### src/rtl/reg_scoreboard_pkg.sv
// ============================================================================
// Module : reg_scoreboard_pkg
// Brief  : Shared widths and constants for the register scoreboard.
// Rev    : 1.0 - initial release
// ============================================================================
`default_nettype none

package reg_scoreboard_pkg;
    localparam int REG_IDX_W          = 5;
    localparam int NUM_REGS           = 1 << REG_IDX_W;
    localparam logic [REG_IDX_W-1:0] X0_IDX = '0;
    localparam int CNT_W              = 2;
    localparam int LOAD_USE_STALL_DEF = 1;
endpackage

`default_nettype wire

### src/rtl/reg_scoreboard_sb_entry.sv
// ============================================================================
// Module : sb_entry
// Brief  : In-flight writer count and load-wait countdown for one register.
// Rev    : 1.0 - initial release
// ============================================================================
`default_nettype none

module sb_entry
    import reg_scoreboard_pkg::*;
(
    input  logic             clk,
    input  logic             reset,
    input  logic             inc,
    input  logic             dec_wb,
    input  logic             dec_flush,
    input  logic             load_set,
    input  logic             load_clr,
    input  logic [CNT_W-1:0] load_val,
    output logic [CNT_W-1:0] cnt,
    output logic [CNT_W-1:0] ldw,
    output logic             ovf
);
    localparam logic [CNT_W:0] c_cnt_max = {1'b0, {CNT_W{1'b1}}};

    logic [CNT_W-1:0] r_cnt;
    logic [CNT_W-1:0] r_ldw;
    logic [CNT_W:0]   w_up;
    logic [CNT_W:0]   w_dec;
    logic [CNT_W:0]   w_diff;
    logic [CNT_W-1:0] w_cnt_nxt;
    logic [CNT_W-1:0] w_ldw_nxt;
    logic             w_ovf;

    // Net change is resolved first, then clamped, so issue+WB on a full counter is not an overflow.
    always_comb begin
        w_up      = {1'b0, r_cnt} + {{CNT_W{1'b0}}, inc};
        w_dec     = {{CNT_W{1'b0}}, dec_wb} + {{CNT_W{1'b0}}, dec_flush};
        w_diff    = '0;
        w_cnt_nxt = '0;
        w_ovf     = 1'b0;
        if (w_up >= w_dec) begin
            w_diff = w_up - w_dec;
            if (w_diff > c_cnt_max) begin
                w_cnt_nxt = c_cnt_max[CNT_W-1:0];
                w_ovf     = 1'b1;
            end else begin
                w_cnt_nxt = w_diff[CNT_W-1:0];
            end
        end
    end

    always_comb begin
        w_ldw_nxt = (r_ldw != '0) ? r_ldw - 1'b1 : r_ldw;
        if (load_set) w_ldw_nxt = load_val;
        if (load_clr) w_ldw_nxt = '0;
    end

    always_ff @(posedge clk or negedge reset) begin
        if (!reset) begin
            r_cnt <= '0;
            r_ldw <= '0;
        end else begin
            r_cnt <= w_cnt_nxt;
            r_ldw <= w_ldw_nxt;
        end
    end

    assign cnt = r_cnt;
    assign ldw = r_ldw;
    assign ovf = w_ovf;
endmodule

`default_nettype wire

### src/rtl/reg_scoreboard.sv
// ============================================================================
// Module : reg_scoreboard
// Brief  : Per-register hazard scoreboard producing load-use stall and issue.
// Rev    : 1.0 - initial release
// ============================================================================
`default_nettype none

module reg_scoreboard
    import reg_scoreboard_pkg::*;
#(
    parameter int LOAD_USE_STALL = LOAD_USE_STALL_DEF
) (
    input  logic                 clk,
    input  logic                 reset,
    input  logic                 id_valid,
    input  logic [REG_IDX_W-1:0] id_rs1,
    input  logic [REG_IDX_W-1:0] id_rs2,
    input  logic                 id_use_rs1,
    input  logic                 id_use_rs2,
    input  logic [REG_IDX_W-1:0] id_rd,
    input  logic                 id_reg_write,
    input  logic                 id_mem_read,
    input  logic                 ex_flush,
    input  logic [REG_IDX_W-1:0] ex_rd,
    input  logic                 ex_reg_write,
    input  logic                 ex_mem_read,
    input  logic [REG_IDX_W-1:0] wb_rd,
    input  logic                 wb_reg_write,
    output logic                 stall,
    output logic                 issue,
    output logic                 pipe_empty,
    output logic                 sb_overflow
);
    localparam logic [CNT_W-1:0] c_load_val = CNT_W'(LOAD_USE_STALL);

    logic [CNT_W-1:0]    w_cnt [NUM_REGS];
    logic [CNT_W-1:0]    w_ldw [NUM_REGS];
    logic [NUM_REGS-1:0] w_ovf;
    logic                w_stall;
    logic                w_issue;
    logic                w_empty;
    logic                r_sb_overflow;

    // x0 carries no state, so its slot reads as permanently idle.
    assign w_cnt[0] = '0;
    assign w_ldw[0] = '0;
    assign w_ovf[0] = 1'b0;

    generate
        for (genvar r = 1; r < NUM_REGS; r++) begin : g_entry
            logic w_hit_id;
            logic w_hit_ex;
            assign w_hit_id = w_issue && id_reg_write && (id_rd == REG_IDX_W'(r));
            assign w_hit_ex = ex_flush && ex_reg_write && (ex_rd == REG_IDX_W'(r));

            sb_entry u_entry (
                .clk       (clk),
                .reset     (reset),
                .inc       (w_hit_id),
                .dec_wb    (wb_reg_write && (wb_rd == REG_IDX_W'(r))),
                .dec_flush (w_hit_ex),
                .load_set  (w_hit_id && id_mem_read),
                .load_clr  (w_hit_ex && ex_mem_read),
                .load_val  (c_load_val),
                .cnt       (w_cnt[r]),
                .ldw       (w_ldw[r]),
                .ovf       (w_ovf[r])
            );
        end
    endgenerate

    always_comb begin
        w_stall = id_valid && !ex_flush &&
                  ((id_use_rs1 && (id_rs1 != X0_IDX) && (w_ldw[id_rs1] != '0)) ||
                   (id_use_rs2 && (id_rs2 != X0_IDX) && (w_ldw[id_rs2] != '0)));
        w_issue = id_valid && !w_stall && !ex_flush;
        w_empty = 1'b1;
        for (int i = 0; i < NUM_REGS; i++) begin
            if (w_cnt[i] != '0) w_empty = 1'b0;
        end
    end

    always_ff @(posedge clk or negedge reset) begin
        if (!reset) r_sb_overflow <= 1'b0;
        else        r_sb_overflow <= r_sb_overflow | (|w_ovf);
    end

    assign stall       = w_stall;
    assign issue       = w_issue;
    assign pipe_empty  = w_empty;
    assign sb_overflow = r_sb_overflow;
endmodule

`default_nettype wire

### config.mk
export PLATFORM = sky130hd
export DESIGN_NAME = reg_scoreboard
export DESIGN_NICKNAME = d
export VERILOG_FILES = /design/src/rtl/reg_scoreboard_pkg.sv /design/src/rtl/reg_scoreboard_sb_entry.sv /design/src/rtl/reg_scoreboard.sv
export SDC_FILE = /design/constraint.sdc
export NUM_CORES = 1
export LEC_CHECK = 0
export ABC_CLOCK_PERIOD_IN_PS = 9270
export CAP_MARGIN = 20
export CORE_UTILIZATION = 40
export CTS_CLUSTER_SIZE = 30
export DETAILED_ROUTE_END_ITERATION = 12
export HOLD_SLACK_MARGIN = 0.12
export MAX_ROUTING_LAYER = met4
export PLACE_DENSITY_LB_ADDON = 0.3
export REMOVE_ABC_BUFFERS = 1
export SYNTH_ARGS = -nofsm -noshare
export SYNTH_HDL_FRONTEND = slang
export SYNTH_HIERARCHICAL = 1
export SYNTH_SLANG_ARGS = --single-unit
### constraint.sdc
create_clock -name clk -period 9.27 [get_ports clk]
set_clock_uncertainty 0.2 [all_clocks]
set_input_delay 0.927 -clock clk [delete_from_list [all_inputs] [get_ports clk]]
set_output_delay 0.927 -clock clk [all_outputs]
set_load 0.05 [all_outputs]
==> impl_metrics.csv <==
group,metric,value,unit
yosys,yosysWarnings,6,
place,dpl.hpwl,26520,um
cells_and_area,layout-drive-gt1-share,5.559,%
yosys,synth_flop_cell,"dfrtp_1",
timing,final_max_slew_viol_count,0,
floorplan,die_y,181.3,um
power_and_ir_drop,internal-power,2.031,mW
floorplan,coreArea,31640,sq um
cells_and_area,fin_nets,1787,
power_and_ir_drop,p_switching,1.441,mW
yosys,ys_ff_latch,125,
power_and_ir_drop,seq_power_share,29.9,%
global_routing,grt_pass1_wl,56260,um
cells_and_area,multi_input_area,9015,sq um
clocking,post-cts-setup-buffer-count,0,
floorplan,start_util,40.67,%
floorplan,die_w,181.3,um
timing,setup_viol,0,
global_routing,grt.met1_usage,28.80,%
run,cap_violations,0,
timing,period_share,69.22,%
yosys,synth_common_cells,"nor2_1, inv_1, ha_1",
cells_and_area,utilization,45.47,%
timing,max-slew-margin-rel,44.05,%
setup_path,cp.required,9.38,ns
drt,via_per_inst,5.545,
drt,dr.pass1.iters,5,
yosys,ys_seq_area_share,24.31,%
cells_and_area,nFillCells,3054,
setup_path,end_kind,"flop",
yosys,async_flop_share,100.0,%
global_routing,antenna_found_initial,0,
yosys,synth_edf_count,0,
setup_path,cp_max_fo,64,
floorplan,pin_count,40,
cells_and_area,diodes,0,
global_routing,grt_max_degree,77,
place,portBuffers,39,
timing,finalSetupTns,0,ns
global_routing,overflow,0,
setup_path,worstSetupStartpointType,"input port",
clocking,htree_levels,4,
drt,route.vias.total,10810,
setup_path,critPathArrivalTime,6.53,ns
global_routing,grt_pass1_vias,10710,
global_routing,grt.met2_usage,36.37,%
yosys,synth.cell_area,12870,sq um
global_routing,gr-usage-met3,4.092,%
power_and_ir_drop,p_comb_share,50.6,%
yosys,synth_top_area_cell,"dfrtp_1",
timing,timing.hold.ws,0.3395,ns
drt,finalWirelength,34550,um
clocking,cts_root_buf,"clkbuf_16",
cells_and_area,area_growth,11.82,%
power_and_ir_drop,power.density,241.4,nW/um^2
clocking,cts_resized,0,
min_path,hp-class,"in2async",
yosys,syn-instance-count,1451,
power_and_ir_drop,p_clk_share,19.5,%
place,gp_congestion,0.9243,
yosys,synth_top_cells_by_area,"dfrtp_1, ha_1, fa_1",
cells_and_area,seqCellArea,3128,sq um
clocking,clockBufferDepth,2,
status,status,"finished clean",
power_and_ir_drop,finalPower,3.472,mW
place,place_inst,1917,
clocking,clk_pin_slew,0.06,ns
yosys,synth_top_area_share,24.31,%
timing,fmax,0.1558,GHz
setup_path,ff2ff_path_depth,16,
clocking,cts_hold_buf,0,
power_and_ir_drop,switching_share,41.51,%
floorplan,rows,65,
global_routing,grt_use_total,22.68,%
yosys,syn_area_per_cell,8.867,sq um
timing,final.min_clock_period,6.417,ns
cells_and_area,fin_cells,1949,
power_and_ir_drop,leakagePower,6.161,nW
drt,drc,0,
clocking,clk_latency,0.44,ns
global_routing,grt.busiest_layer,"met2",
power_and_ir_drop,peakVddDrop,147.3,uV
setup_path,crit_type,"in2reg",
yosys,synth.most_common_cell,"nor2_1",
timing,rsz0062_at_grt,"no",
timing,hold_viol,0,
drt,ant_nets,0,
clocking,cts.sinks,125,
drt,drt-initial-drc-count,795,
clocking,numCtsBuffers,17,
drt,drt-wirelength-per-cell,17.73,um
timing,tightest_slew,0.8372,ns
yosys,synth_cell_types,59,
clocking,cts_tree,"yes",
floorplan,die_area,32890,sq um
==> power by group through the flow <==
stage	clock [mW]	combinational, mW	sequential (mW)
floorplan	0	1.40	0.974
global placement	0	1.69	1.04
detailed placement	0	1.75	1.05
CTS	0.689	1.76	1.04
global route	0.713	2.00	1.07
finish	0.676	1.76	1.04
==> kinds of logic after synthesis <==
logic type / synth area share, %
XOR/XNOR: 2.519
buffers and inverters: 7.371
other: 0.05837
multiplexers: 3.092
adder cells (fa/ha/maj): 24.72
AO/OA/AOI/OAI: 15.91
AND/OR/NAND/NOR: 22.02
flip-flops: 24.31
==> final timing paths <==
path	from	endpoint	slack, ns
worst min-delay path	reset	g_entry[3].u_entry/ldw[0]$_DFFE_PN0P_	0.34
min in group clk	g_entry[14].u_entry/ldw[1]$_DFFE_PN0P_	g_entry[14].u_entry/ldw[1]$_DFFE_PN0P_	0.43
worst min register to register	g_entry[14].u_entry/ldw[1]$_DFFE_PN0P_	g_entry[14].u_entry/ldw[1]$_DFFE_PN0P_	0.43
worst max-delay path	id_rs1[0]	sb_overflow$_DFF_PN0_	2.85
worst max register to register	g_entry[18].u_entry/ldw[0]$_DFFE_PN0P_	sb_overflow$_DFF_PN0_	3.89
max in group asynchronous	reset	g_entry[27].u_entry/cnt[1]$_DFF_PN0_	7.21
==> worst max-delay path, stage by stage <==
cell and delay, ns:
clkdlybuf4s50_1 0.92, mux4_2 0.58, nor3_1 0.13, and4b_1 0.24
o32ai_4 0.26, buf_4 0.67, nor3_1 0.17, ha_1 0.26
ha_1 0.28, inv_1 0.05, fa_1 0.45, xnor2_1 0.28
o32ai_1 0.19, nor4_1 0.38, nand4_1 0.31, or2_2 0.36
==> sequential cells by signal, summed over array words and instances (netlist names) <==
signal / cells
g_entry.u_entry/ldw: 62
sb_overflow: 1
g_entry.u_entry/cnt: 62
==> per-stage QoR <==
step / cell area (sq um) / setup WS, ns
5_1_grt: 14390 / 2.590
3_5_place_dp: 13810 / 2.495
6_report: 14390 / 2.853
2_1_floorplan: 12880 / 3.689
4_1_cts: 14390 / 2.922
3_3_place_gp: 13810 / 2.494
==> cell usage in the layout, fill, tap and decap left out, drive strengths merged, types with 38 or more instances in the layout <==
cell type      instances
clkdlybuf4s50         38
conb                  62
dfrtp                125
fa                    62
ha                   155
inv                  202
nand2b                62
nor2                 198
nor2b                 67
nor3                  76
nor4                  57
==> metal layers <==
metal	vias up	wire length [um]
met4	0	895
met1	5219	15570
met2	328	16050
met3	49	2039
li1	5211	-
met5	-	0
==> cell type report <==
type                    instances  area share (%)
clock buffers                  18           3.053
clock inverters                14          0.9219
inverters                     197           5.140
multi-input cells            1149           62.66
flip-flops and latches        125           21.74
well taps                     402           3.496
repair buffers                 44           2.983
Note: power is estimated with default switching activity, not from simulation.
